**src/rtl/uart_pkg.sv**
```systemverilog
// Shared definitions for the parametrised UART transmitter: state encoding,
// parity helper and parameter legality checks.
package uart_pkg;

  localparam int STATE_W = 3;

  localparam logic [STATE_W-1:0] ST_IDLE   = 3'd0;
  localparam logic [STATE_W-1:0] ST_START  = 3'd1;
  localparam logic [STATE_W-1:0] ST_DATA   = 3'd2;
  localparam logic [STATE_W-1:0] ST_PARITY = 3'd3;
  localparam logic [STATE_W-1:0] ST_STOP   = 3'd4;

  // Data is zero-extended to 16 bits; the extra zeros do not change the XOR.
  function automatic logic parity_bit(input logic [15:0] data, input logic odd);
    return odd ? ~(^data) : (^data);
  endfunction

  function automatic bit stop_bits_legal(input int n);
    return (n == 1) || (n == 2);
  endfunction

  function automatic bit data_w_legal(input int n);
    return (n >= 5) && (n <= 9);
  endfunction

endpackage

```
**src/rtl/uart_tx_fifo.sv**
```systemverilog
// Synchronous input FIFO for the UART transmitter. Push is ignored when full
// and pop is ignored when empty, so neither can corrupt stored data.
module uart_tx_fifo
  import uart_pkg::*;
#(
  parameter int DATA_W = 8,
  parameter int DEPTH  = 4
) (
  input  logic                     clk,
  input  logic                     reset,
  input  logic                     push,
  input  logic                     pop,
  input  logic [DATA_W-1:0]        wr_data,
  output logic [DATA_W-1:0]        rd_data,
  output logic [$clog2(DEPTH):0]   count,
  output logic                     full,
  output logic                     empty
);

  localparam int AW = $clog2(DEPTH);
  localparam int CW = AW + 1;

  logic [DATA_W-1:0] mem [DEPTH];
  logic [AW-1:0]     wr_ptr;
  logic [AW-1:0]     rd_ptr;
  logic              push_ok;
  logic              pop_ok;

  assign full    = (count == CW'(DEPTH));
  assign empty   = (count == '0);
  assign push_ok = push && !full;
  assign pop_ok  = pop && !empty;
  assign rd_data = mem[rd_ptr];

  // Pointers wrap naturally because DEPTH is a power of two.
  always_ff @(posedge clk or posedge reset) begin
    if (reset) begin
      wr_ptr <= '0;
      rd_ptr <= '0;
      count  <= '0;
    end else begin
      if (push_ok) wr_ptr <= wr_ptr + 1'b1;
      if (pop_ok)  rd_ptr <= rd_ptr + 1'b1;
      case ({push_ok, pop_ok})
        2'b10:   count <= count + 1'b1;
        2'b01:   count <= count - 1'b1;
        default: count <= count;
      endcase
    end
  end

  always_ff @(posedge clk) begin
    if (push_ok) mem[wr_ptr] <= wr_data;
  end

endmodule

```
**src/rtl/uart_tx_fifo_param.sv**
```systemverilog
// Parametrised UART transmitter: input FIFO, baud counter, shift register and
// a frame FSM that chains queued words into contiguous frames.
//
// state  | meaning
// IDLE   | line high, waiting for a queued word
// START  | start bit (low)
// DATA   | data bits, LSB first
// PARITY | optional parity bit
// STOP   | STOP_BITS stop bits (high); may pop straight into START
module uart_tx_fifo_param
  import uart_pkg::*;
#(
  parameter int DATA_W       = 8,
  parameter int CLKS_PER_BIT = 16,
  parameter int STOP_BITS    = 1,
  parameter int FIFO_DEPTH   = 4
) (
  input  logic                          clk,
  input  logic                          reset,
  input  logic                          in_valid,
  output logic                          in_ready,
  input  logic [DATA_W-1:0]             in_data,
  input  logic                          parity_en,
  input  logic                          parity_odd,
  output logic                          tx,
  output logic                          busy,
  output logic [$clog2(FIFO_DEPTH):0]   fifo_count
);

  localparam int BW = $clog2(CLKS_PER_BIT);
  localparam int IW = $clog2(DATA_W);

  localparam logic [BW-1:0] BAUD_LAST = BW'(CLKS_PER_BIT - 1);
  localparam logic [IW-1:0] DATA_LAST = IW'(DATA_W - 1);
  localparam logic [IW-1:0] STOP_LAST = IW'(STOP_BITS - 1);

  if (!stop_bits_legal(STOP_BITS)) begin : g_bad_stop_bits
    $error("uart_tx_fifo_param: STOP_BITS must be 1 or 2");
  end
  if (!data_w_legal(DATA_W)) begin : g_bad_data_w
    $error("uart_tx_fifo_param: DATA_W must be in 5..9");
  end

  logic [STATE_W-1:0] state_q, state_d;
  logic [BW-1:0]      baud_q, baud_d;
  logic [IW-1:0]      idx_q, idx_d;
  logic [DATA_W-1:0]  shift_q, shift_d;
  logic               par_en_q, par_en_d;
  logic               par_bit_q, par_bit_d;
  logic               tx_q, tx_d;
  logic               baud_last;
  logic               pop;

  logic [DATA_W-1:0]  fifo_data;
  logic               fifo_full;
  logic               fifo_empty;

  uart_tx_fifo #(
    .DATA_W (DATA_W),
    .DEPTH  (FIFO_DEPTH)
  ) u_fifo (
    .clk     (clk),
    .reset   (reset),
    .push    (in_valid),
    .pop     (pop),
    .wr_data (in_data),
    .rd_data (fifo_data),
    .count   (fifo_count),
    .full    (fifo_full),
    .empty   (fifo_empty)
  );

  assign in_ready  = !fifo_full;
  assign busy      = (state_q != ST_IDLE);
  assign tx        = tx_q;
  assign baud_last = (baud_q == BAUD_LAST);

  always_comb begin
    state_d   = state_q;
    baud_d    = baud_q + 1'b1;
    idx_d     = idx_q;
    shift_d   = shift_q;
    par_en_d  = par_en_q;
    par_bit_d = par_bit_q;
    pop       = 1'b0;

    case (state_q)
      ST_IDLE: begin
        baud_d = '0;
        if (!fifo_empty) begin
          pop     = 1'b1;
          state_d = ST_START;
        end
      end
      ST_START: begin
        if (baud_last) begin
          state_d = ST_DATA;
          baud_d  = '0;
          idx_d   = '0;
        end
      end
      ST_DATA: begin
        if (baud_last) begin
          baud_d = '0;
          if (idx_q == DATA_LAST) begin
            state_d = par_en_q ? ST_PARITY : ST_STOP;
            idx_d   = '0;
          end else begin
            idx_d   = idx_q + 1'b1;
            shift_d = shift_q >> 1;
          end
        end
      end
      ST_PARITY: begin
        if (baud_last) begin
          state_d = ST_STOP;
          baud_d  = '0;
          idx_d   = '0;
        end
      end
      ST_STOP: begin
        if (baud_last) begin
          baud_d = '0;
          if (idx_q == STOP_LAST) begin
            idx_d = '0;
            // Back-to-back: the next start bit follows the last stop cycle.
            if (!fifo_empty) begin
              pop     = 1'b1;
              state_d = ST_START;
            end else begin
              state_d = ST_IDLE;
            end
          end else begin
            idx_d = idx_q + 1'b1;
          end
        end
      end
      default: begin
        state_d = ST_IDLE;
        baud_d  = '0;
        idx_d   = '0;
      end
    endcase

    // Parity mode is captured with the word so mid-frame changes are ignored.
    if (pop) begin
      shift_d   = fifo_data;
      par_en_d  = parity_en;
      par_bit_d = parity_bit(16'(fifo_data), parity_odd);
      baud_d    = '0;
      idx_d     = '0;
    end

    tx_d = 1'b1;
    case (state_d)
      ST_START:  tx_d = 1'b0;
      ST_DATA:   tx_d = shift_d[0];
      ST_PARITY: tx_d = par_bit_d;
      default:   tx_d = 1'b1;
    endcase
  end

  always_ff @(posedge clk or posedge reset) begin
    if (reset) begin
      state_q   <= ST_IDLE;
      baud_q    <= '0;
      idx_q     <= '0;
      shift_q   <= '0;
      par_en_q  <= 1'b0;
      par_bit_q <= 1'b0;
      tx_q      <= 1'b1;
    end else begin
      state_q   <= state_d;
      baud_q    <= baud_d;
      idx_q     <= idx_d;
      shift_q   <= shift_d;
      par_en_q  <= par_en_d;
      par_bit_q <= par_bit_d;
      tx_q      <= tx_d;
    end
  end

endmodule

```
**config.mk**
```make
export PLATFORM = sky130hd
export DESIGN_NAME = uart_tx_fifo_param
export DESIGN_NICKNAME = d
export VERILOG_FILES = /design/src/rtl/uart_pkg.sv /design/src/rtl/uart_tx_fifo.sv /design/src/rtl/uart_tx_fifo_param.sv
export SDC_FILE = /design/constraint.sdc
export NUM_CORES = 1
export LEC_CHECK = 0
export BUFFER_PORTS_ARGS = -buffer_cell sky130_fd_sc_hd__clkbuf_2
export CORE_MARGIN = 5
export CORE_UTILIZATION = 55
export CTS_BUF_LIST = sky130_fd_sc_hd__clkbuf_8
export DETAILED_ROUTE_END_ITERATION = 8
export GPL_ROUTABILITY_DRIVEN = 0
export PLACE_DENSITY = 0.83
export SLEW_MARGIN = 20
export SYNTH_ARGS = -nofsm -noshare
export SYNTH_HDL_FRONTEND = slang
export SYNTH_SLANG_ARGS = --single-unit
```
**constraint.sdc**
```tcl
create_clock -name clk -period 2.8 [get_ports clk]
set_input_delay 0.14 -clock clk [delete_from_list [all_inputs] [get_ports clk]]
set_output_delay 0.14 -clock clk [all_outputs]
set_load 0.02 [all_outputs]
```
After elaboration in Yosys (flattened, before gate mapping)
Memories as Yosys holds them, arrays and structs flattened.
Index checks and enable logic that the tools add are counted.
{"block": "classes", "addsub": 6, "eq_ne": 17, "n_mux": 34, "n_bitwise": 1, "reduce_logical": 16}
{"operator": "$mux W3", "count": 14}
{"operator": "$mux W8", "count": 4}
{"operator": "$reduce_xor A16 Y1", "count": 1}
{"operator": "$pmux W3 S5", "count": 1}
{"operator": "$eq A3 B2 Y1 const B", "count": 4}
{"operator": "$mux W4", "count": 3}
{"operator": "$pmux W3 S4", "count": 1}
{"operator": "$eq A3 B3 Y1 const B", "count": 3}
{"operator": "$logic_not A3 Y1", "count": 3}
{"operator": "$mux W1", "count": 8}
{"operator": "$add A3 B1 Y3 const B", "count": 2}
{"operator": "$eq A3 B1 Y1 const B", "count": 2}
{"operator": "$ne A3 B2 Y1 const B", "count": 2}
{"operator": "$pmux W3 S2", "count": 1}
{"operator": "$reduce_bool A2 Y1", "count": 3}
{"operator": "$add A2 B1 Y2 const B", "count": 2}
{"operator": "$add A4 B1 Y4 const B", "count": 1}
{"operator": "$eq A4 B4 Y1 const B", "count": 1}
{"operator": "$ne A2 B1 Y1 const B", "count": 2}
{"operator": "$reduce_and A4 Y1", "count": 1}
{"operator": "$reduce_or A4 Y1", "count": 1}
{"operator": "$ne A3 B1 Y1 const B", "count": 1}
{"operator": "$pmux W1 S3", "count": 1}
{"operator": "$reduce_and A3 Y1", "count": 1}
{"operator": "other kinds (9)", "count": 11}
{"block": "word_totals", "ff_bits": 28, "mem_bits_rw": 32, "input_bits": 13, "out_inout_bits": 6, "wordCells": 86, "n_memories": 1}
{"name": "u_fifo.mem", "words": 4, "word_bits": 8, "rd": 1, "rd_ports_with_merged_regs": 0, "write_ports": 1, "line": "uart_tx_fifo.sv:23", "text": "logic [DATA_W-1:0] mem [DEPTH];"}

Logic depth before layout (Yosys ltp)
Gate-level depths: netlist (run 1).
{"block": "logic_depth", "word_depth": 8, "ltp_mapped": 12, "mapped_depth_nobuf": 11}

By module
From an unflattened synthesis (run 1), not the netlist that was laid out.
{"block": "hier_totals", "cells_unflattened": 208, "hier_area_um2": 2840.2}
{"mod": "uart_tx_fifo", "n_inst": 1, "cells_per_inst": 80, "area_each_um2": 1596.5, "seq_area_each_um2": 1136.1}
{"mod": "uart_tx_fifo_param", "n_inst": 1, "cells_per_inst": 128, "area_each_um2": 1243.7, "seq_area_each_um2": 526.8}

Least setup slack after synthesis (run 1)
OpenSTA, ideal clock, no wires.
{"block": "synth_path", "path_kind": "reg-to-reg", "start": "reg baud_q[0]", "end": "reg u_fifo.count[2]", "setup_ns": 0.080, "arrival_ns": 2.387, "t_required_ns": 2.720, "setup_slack_ns": 0.333, "path_stages_with_launch": 13, "n_path_buf": 2, "period_less_slack_ns": 2.467, "path_cell_list": "dfrtp_1 -> ha_1 -> and3_1 -> clkbuf_1 -> a21oi_1 -> nor2_1 -> clkbuf_1 -> ha_1 -> inv_1 -> fa_1 -> xor2_1 -> nor2_1 -> xor2_1"}
{"block": "synth_between", "elab_chain_cells": 6, "elab_cells_between_ends": 8, "cone_classes": "eq/ne (3); mux (3); reduce/logical (2)"}
{"item": "from (decl)", "line": "uart_tx_fifo_param.sv:45", "text": "logic [BW-1:0] baud_q, baud_d;"}
{"item": "from (signal assigned)", "line": "uart_tx_fifo_param.sv:174", "text": "baud_q <= baud_d;"}
{"item": "$eq A4 B4 Y1 *", "line": "uart_tx_fifo_param.sv:76", "text": "assign baud_last = (baud_q == BAUD_LAST);"}
{"item": "$mux W1 *", "line": "uart_tx_fifo_param.sv:122", "text": "if (baud_last) begin"}
{"item": "$pmux W1 S2 *", "line": "uart_tx_fifo_param.sv:87", "text": "case (state_q)"}
{"item": "$logic_and A1 B1 Y1 *", "line": "uart_tx_fifo.sv:32", "text": "assign pop_ok = pop && !empty;"}
{"item": "via u_fifo.pop_ok", "line": "uart_tx_fifo.sv:27", "text": "logic pop_ok;"}
{"item": "$eq A2 B1 Y1 / $eq A2 B2 Y1 (equally long branches)", "line": "uart_tx_fifo.sv:44", "text": "case ({push_ok, pop_ok})"}
{"item": "$pmux W3 S2 / $reduce_bool A2 Y1 (equally long branches)"}
{"item": "to (signal assigned)", "line": "uart_tx_fifo.sv:45", "text": "2'b10: count <= count + 1'b1;"}
{"item": "to (signal assigned)", "line": "uart_tx_fifo.sv:46", "text": "2'b01: count <= count - 1'b1;"}
{"item": "to (signal assigned)", "line": "uart_tx_fifo.sv:47", "text": "default: count <= count;"}
{"item": "to (decl)", "line": "uart_tx_fifo.sv:15", "text": "output logic [$clog2(DEPTH):0] count,"}
The timed path passes the listed nets; every way through them passes the cells marked *.
A chain may end at the register's enable or synchronous reset.

Worst setup path after layout (run 1)
{"block": "layout_path", "start": "reg u_fifo.rd_ptr[0]", "end": "reg par_bit_q"}
{"block": "layout_between", "elab_chain_cells": 5}
{"item": "from (decl)", "line": "uart_tx_fifo.sv:25", "text": "logic [AW-1:0] rd_ptr;"}
{"item": "from (signal assigned)", "line": "uart_tx_fifo.sv:43", "text": "if (pop_ok) rd_ptr <= rd_ptr + 1'b1;"}
{"item": "$mem_v2 Z4 W8 *"}
{"item": "$reduce_xor A16 Y1 *", "line": "uart_pkg.sv:15", "text": "return odd ? ~(^data) : (^data);"}
{"item": "$not A1 Y1", "line": "uart_pkg.sv:15"}
{"item": "$mux W1 *", "line": "uart_pkg.sv:15"}
{"item": "$mux W1 *", "line": "uart_tx_fifo_param.sv:146", "text": "if (pop) begin"}
{"item": "via par_bit_d", "line": "uart_tx_fifo_param.sv:49", "text": "logic par_bit_q, par_bit_d;"}
{"item": "to (signal assigned)", "line": "uart_tx_fifo_param.sv:178", "text": "par_bit_q <= par_bit_d;"}
{"item": "to (decl)", "line": "uart_tx_fifo_param.sv:49"}
Marks and branches as above.

==> results of run 1 <==
==> registers in the layout, indices dropped and copies added (netlist names) <==
| register | flops |
|---|---|
| state_q | 3 |
| u_fifo.wr_ptr | 2 |
| baud_q | 4 |
| par_bit_q | 1 |
| u_fifo.count | 3 |
| u_fifo.mem | 32 |
| u_fifo.rd_ptr | 2 |
| shift_q | 8 |
| tx | 1 |
| idx_q | 3 |
| par_en_q | 1 |
==> through the flow <==
stage / power (W) / cell area (sq um)
final: 0.002338 / 3115
after global routing: 0.002451 / 3115
after CTS: 0.002359 / 3105
after detailed placement: 0.001554 / 2880
after global placement: 0.001536 / 2880
after floorplan: 0.001436 / 2726
==> logic make-up (layout without fill, tap and decap cells) <==
| logic type | after synthesis | in the layout | share of synthesized area (%) |
|---|---|---|---|
| compound gates | 29 | 29 | 6.792 |
| flops | 60 | 60 | 60.99 |
| xor+xnor | 15 | 15 | 5.599 |
| mux | 14 | 14 | 9.179 |
| fa+ha+maj | 10 | 10 | 4.865 |
| buf+inv | 17 | 50 | 2.661 |
| simple gates | 51 | 51 | 9.913 |
==> worst min-delay path by stage <==
stage / from / end / slack (ns)
after global routing: in_data[2] / u_fifo.mem[1][2]$_DFFE_PP_ / 0.006
after CTS: in_data[2] / u_fifo.mem[3][2]$_DFFE_PP_ / 0.003
after global placement: in_data[2] / u_fifo.mem[0][2]$_DFFE_PP_ / 0.36
after detailed placement: in_data[6] / u_fifo.mem[1][6]$_DFFE_PP_ / 0.36
after floorplan: reset / baud_q[0]$_DFF_PP0_ / 0.20
final: in_data[3] / u_fifo.mem[2][3]$_DFFE_PP_ / 0.01
==> Yosys cell counts, types with 2 or more instances <==
cell type / count / area, sq um
nor3b_1: 2 / 15.01
nor2_1: 7 / 26.28
a22o_1: 3 / 26.28
clkbuf_1: 3 / 11.26
o22ai_1: 3 / 18.77
o21ai_0: 9 / 45.04
mux2i_1: 4 / 40.04
a21o_1: 3 / 22.52
inv_1: 12 / 45.04
xor2_1: 5 / 43.79
edfxtp_1: 32 / 960.9
nand3_1: 3 / 15.01
a21oi_1: 5 / 25.02
nand2_1: 16 / 60.06
and2_1: 2 / 12.51
mux4_1: 2 / 52.55
ha_1: 9 / 112.6
and3_1: 5 / 31.28
mux2_2: 2 / 22.52
a31oi_1: 2 / 12.51
mux4_2: 6 / 135.1
nand2b_1: 3 / 18.77
nor2b_1: 3 / 18.77
dfrtp_1: 27 / 675.7
nor3_1: 5 / 25.02
xnor2_1: 8 / 70.07
==> where the power goes <==
part	total [W]	internal [W]	switching [W]	leakage, nW
clock	0.000798	0.000422	0.000375	0.101
sequential	0.00113	0.00107	0.0000561	0.636
combinational	0.000411	0.000176	0.000235	0.566
==> layout make-up <==
class	count	share of cell area [%]
Timing Repair Buffer	22	4.096
Inverter	12	1.446
Clock buffer	9	3.976
Tap cell	67	2.691
Multi-Input combinational cell	119	31.81
Clock inverter	7	2.610
Sequential cell	60	53.37
==> metal layers <==
layer | up-vias | part of all wire (%)
li1 | 777 | -
met1 | 774 | 43
met2 | 37 | 50
met3 | 9 | 4.2
met4 | 0 | 3.1
met5 | - | 0
==> worst register-to-register path: stages (launching register included) <==
cell and delay [ns]:
dfrtp_1 0.68, mux4_2 0.60, xnor2_1 0.20, xnor3_1 0.42
xnor2_1 0.13, mux2_2 0.26
==> what timing repair did <==
item	CTS	global route
hold buffers	2	1
gates resized for setup	0	0
endpoints found under the setup margin	0	0
endpoints found under the hold margin	8	27
buffers inserted	0	0
==> reports/metrics.cfg, run 1 <==
[outcome]
status=complete, no violations

[timing]
final-setup-viol-count=0
skew_ns=0.006899
max_slew_margin_pct=55.60
fin_crit_ns=2.404
worst_slew_pin_slew_ns=0.6624
fin_tns_setup_ns=0
hold_viol_final=0
timing.fmax_mhz=416.0
setup_slack_ns=0.3964
period_share_pct=85.84
slew_viol_final=0
rsz0062_at_grt=false
whs_ns=0.01256

[global_route]
grt_usage_pct=16.77
grt_overflow_total=0
antenna_found_initial=0
busiest_layer=met2
grt_pass1_wl_mm=7.817
grtUsageMet1_pct=19.76
grt_pass1_vias=1661
use_met2_pct=26.82
use_met3_pct=3.812
grt_max_degree=29

[cells_and_area]
n_antenna_cell=0
syn2layout_area_growth_pct=14.27
fin_util_pct=65.53
nFillCells=362
layout_commonest_cell=edfxtp_1
stdcell_count=296
final_layout_size_suffix_gt1_share_pct=20.96
nets=247
seq_area_sq_mm=0.001663
multi_input_area_sq_um=991.0
most-common-layout-cells=32 x edfxtp_1, 27 x dfrtp_1, 18 x clkbuf_2, 16 x nand2_1, 11 x inv_1

[die]
core-area_sq_mm=0.004755
io_pins=19
dieArea_sq_mm=0.006465
die_w_um=80.41
start_util_pct=57.34
die-height_um=80.41
placementRows=25

[setup_path]
cp_max_fo=10
cp_num_buf_inv=0
crit_path_max_incr_delay_ns=0.68
cp-end-kind=flip-flop
critPathLaunchType=flip-flop
reg2reg_depth=5
worstReg2RegEnd=par_bit_q$_DFF_PP0_
critPathRequiredTime_ns=3.04
worstPathCellList=mux4_2 > xnor2_1 > xnor3_1 > xnor2_1 > mux2_2
worstSetupPathDepth=5
arrival_ns=2.64
path_class=flip-flop to flip-flop
path_delay_family=multiplexers
endpoint=par_bit_q$_DFF_PP0_
slowest_stage=dfrtp_1
timing.rr.start=u_fifo.rd_ptr[0]$_DFFE_PP0P_
rrSetupSlack_ns=0.40
crit_top_cell=xnor2_1
crit_start=u_fifo.rd_ptr[0]$_DFFE_PP0P_

[routing]
route.detailed.drc=0
drt-initial-drc-count=67
postRouteAntennaNets=0
routedWlPerCell_um=15.38
vias=1597
via_per_inst=5.395
routed_wl_mm=4.552
drt-pass1-iter-count=4

[yosys]
syn_nets=219
synthCells=196
yosysWarnings=0
ys_types=41
synth_edf_count=32
synthFlopType=edfxtp_1
async_flop_share_pct=46.67
seq_area_frac_synth_pct=60.99
syn_area_sq_mm=0.002726
ys_ff_latch=60
syn_area_per_cell_sq_um=13.91

[placed_design]
pre_cts_slack_ns=0.3840
dp_hpwl_mm=3.029
dpl.cell_count=277
io_buffers=18

[cts]
cts_num_sinks=60
cts_made_buffers=9
cts_root_buf=clkbuf_8
clk_pin_slew_ns=0.07
clockBufferDepth=2
clkLatencyLatePin_ns=0.35
htreeDepth=3
tritoncts=yes

[hold_path]
whs_path_depth=1
hp-class=primary input to flip-flop

[pwr]
powerDensity_mw_per_mm2=750.5
p_leak_nw=1.303
ir_worst_vdd_mv=0.7233

[run]
max-cap-violations=0

(Power assumes the default switching activity.)
==> run 2: changes to the inputs <==
- CTS_BUF_LIST: sky130_fd_sc_hd__clkbuf_8 -> sky130_fd_sc_hd__clkbuf_16
- REMOVE_ABC_BUFFERS: default -> 1
==> reports/metrics.cfg, run 2 (synthesized netlist as in run 1, its figures left out) <==
[timing]
skew_ns=0.002963  ; -0.003935 ns
hold_viol_final=0  ; unchanged
fin_crit_ns=2.411  ; +0.007724 ns
max_slew_margin_pct=56.04  ; +0.44 points
timing.fmax_mhz=414.7  ; -0.32%
final-setup-viol-count=0  ; unchanged
rsz0062_at_grt=false
slew_viol_final=0  ; unchanged
worst_slew_pin_slew_ns=0.6558  ; -0.006606 ns
period_share_pct=86.12  ; +0.28 points
fin_tns_setup_ns=0  ; unchanged

[global_route]
grt_usage_pct=16.71  ; -0.060 points
grt_pass1_wl_mm=7.886  ; +0.88%
grt_pass1_vias=1627  ; -2.0%
grt_max_degree=29  ; unchanged
grt_overflow_total=0  ; unchanged
antenna_found_initial=0  ; unchanged

[setup_path]
crit_path_max_incr_delay_ns=0.41  ; -0.27 ns
critPathRequiredTime_ns=3.05  ; about the same
critPathLaunchType=flip-flop
endpoint=u_fifo.count[2]$_DFFE_PP0P_
cp_max_fo=4  ; -6
rrSetupSlack_ns=0.39  ; about the same
reg2reg_depth=11  ; +6
arrival_ns=2.66  ; +0.02 ns
slowest_stage=dfrtp_1
crit_start=idx_q[0]$_DFFE_PP0P_
worstReg2RegEnd=u_fifo.count[2]$_DFFE_PP0P_
path_class=flip-flop to flip-flop
cp-end-kind=flip-flop
worstPathCellList=inv_1 > ha_1 > nor2b_1 > a21oi_1 > nor2_1 > ha_1 > inv_1 > fa_1 > xor2_1 > nor2_1 > xor2_1
timing.rr.start=idx_q[0]$_DFFE_PP0P_

[routing]
drt-initial-drc-count=131  ; +96%
routedWlPerCell_um=15.43  ; +0.33%
via_per_inst=5.269  ; -2.3%
vias=1549  ; -3.0%
postRouteAntennaNets=0  ; unchanged
routed_wl_mm=4.536  ; -0.35%
route.detailed.drc=0  ; unchanged
drt-pass1-iter-count=4  ; unchanged

[placed_design]
io_buffers=18  ; unchanged
dp_hpwl_mm=3.133  ; +3.4%

[cts]
clockBufferDepth=2  ; unchanged
clk_pin_slew_ns=0.05  ; -0.02 ns
htreeDepth=3  ; unchanged
cts_root_buf=clkbuf_16
clkLatencyLatePin_ns=0.32  ; -0.03 ns
cts_resized=0  ; unchanged
cts_num_sinks=60  ; unchanged
cts_made_buffers=9  ; unchanged
tritoncts=yes

[outcome]
status=complete, no violations

[cells_and_area]
seq_area_sq_mm=0.001663  ; unchanged
nFillCells=345  ; -4.7%
nets=245  ; -0.81%
regMostFlops=u_fifo.mem
most-common-layout-cells=32 x edfxtp_1, 27 x dfrtp_1, 18 x clkbuf_2, 16 x nand2_1, 11 x inv_1
largestRegisters=u_fifo.mem x32, shift_q x8, baud_q x4
n_antenna_cell=0  ; unchanged
final_layout_size_suffix_gt1_share_pct=20.70  ; -0.26 points
multi_input_area_sq_um=991.0  ; unchanged
syn2layout_area_growth_pct=17.07
largest_register_ffs=32  ; unchanged
fin_util_pct=67.13  ; +1.6 points
layout_commonest_cell=edfxtp_1

[die]
die_w_um=80.41  ; unchanged
placementRows=25  ; unchanged
core-area_sq_mm=0.004755  ; unchanged
start_util_pct=57.34  ; unchanged
io_pins=19  ; unchanged
dieArea_sq_mm=0.006465  ; unchanged
die-height_um=80.41  ; unchanged

[pwr]
ir_worst_vdd_mv=0.6422  ; -11%
p_leak_nw=1.338  ; +2.6%
powerDensity_mw_per_mm2=825.1  ; +9.9%

[hold_path]
hp-start=in_data[2]
hp-class=primary input to flip-flop

[run]
max-cap-violations=0  ; unchanged

-- run 2: area by class of cell --
type,instances,share of cell area (%)
Sequential cell,60,52.10
Timing Repair Buffer,20,3.371
Tap cell,67,2.626
Multi-Input combinational cell,119,31.05
Inverter,12,1.411
Clock inverter,7,2.391
Clock buffer,9,7.056
-- run 2: how the worst min path moves through the flow --
stage / endpoint / cells after the start
2_1_floorplan: baud_q[0]$_DFF_PP0_ / 1
3_3_place_gp: u_fifo.mem[0][6]$_DFFE_PP_ / 1
3_5_place_dp: u_fifo.mem[3][6]$_DFFE_PP_ / 1
4_1_cts: u_fifo.mem[2][6]$_DFFE_PP_ / 1
5_1_grt: u_fifo.mem[1][4]$_DFFE_PP_ / 1
6_report: u_fifo.mem[0][2]$_DFFE_PP_ / 1
-- run 2: power by group --
part,switching [W],internal [W],total (W)
Sequential,0.0000580,0.00108,0.00113
Clock,0.000395,0.000692,0.00109
Combinational,0.000240,0.000173,0.000413
Total,0.000694,0.00194,0.00263
-- run 2: repair_timing --
item	in CTS	in global routing
hold endpoints to repair	0	27
hold buffers	0	1
setup endpoints to repair	0	0
setup buffers	0	0
-- run 2: layer usage --
metal | vias to the layer above | share of wire, % | track usage, %
li1 | 773 | - | -
met1 | 736 | 44 | 21.08
met2 | 33 | 50 | 26.41
met3 | 7 | 3.8 | 4.484
met4 | 0 | 2.0 | 8.615
met5 | - | 0 | 0
-- run 2: worst max-delay path, delay by kind of cell (launching register included) --
| family | cells | cell delay, ns |
|---|---|---|
| adder cells (fa/ha/maj) | 3 | 0.77 |
| XOR/XNOR | 2 | 0.32 |
| AND/OR/NAND/NOR | 3 | 0.53 |
| buffers and inverters | 2 | 0.14 |
| AO/OA/AOI/OAI | 1 | 0.15 |
| flip-flops | 1 | 0.41 |
-- run 2: per-stage QoR --
step / cells / hold slack, ns / cell area (sq um) / worst slack, ns / power, W
2_1_floorplan: 191 / 0.2047 / 2699 / 0.05801 / 0.001436
3_5_place_dp: 277 / 0.3606 / 2880 / 0.3885 / 0.001564
3_3_place_gp: 277 / 0.3560 / 2880 / 0.4479 / 0.001538
4_1_cts: 293 / 0.01956 / 3182 / 0.3852 / 0.002658
5_1_grt: 294 / 0.02957 / 3192 / 0.1990 / 0.002743
6_report: 294 / 0.02744 / 3192 / 0.3887 / 0.002634
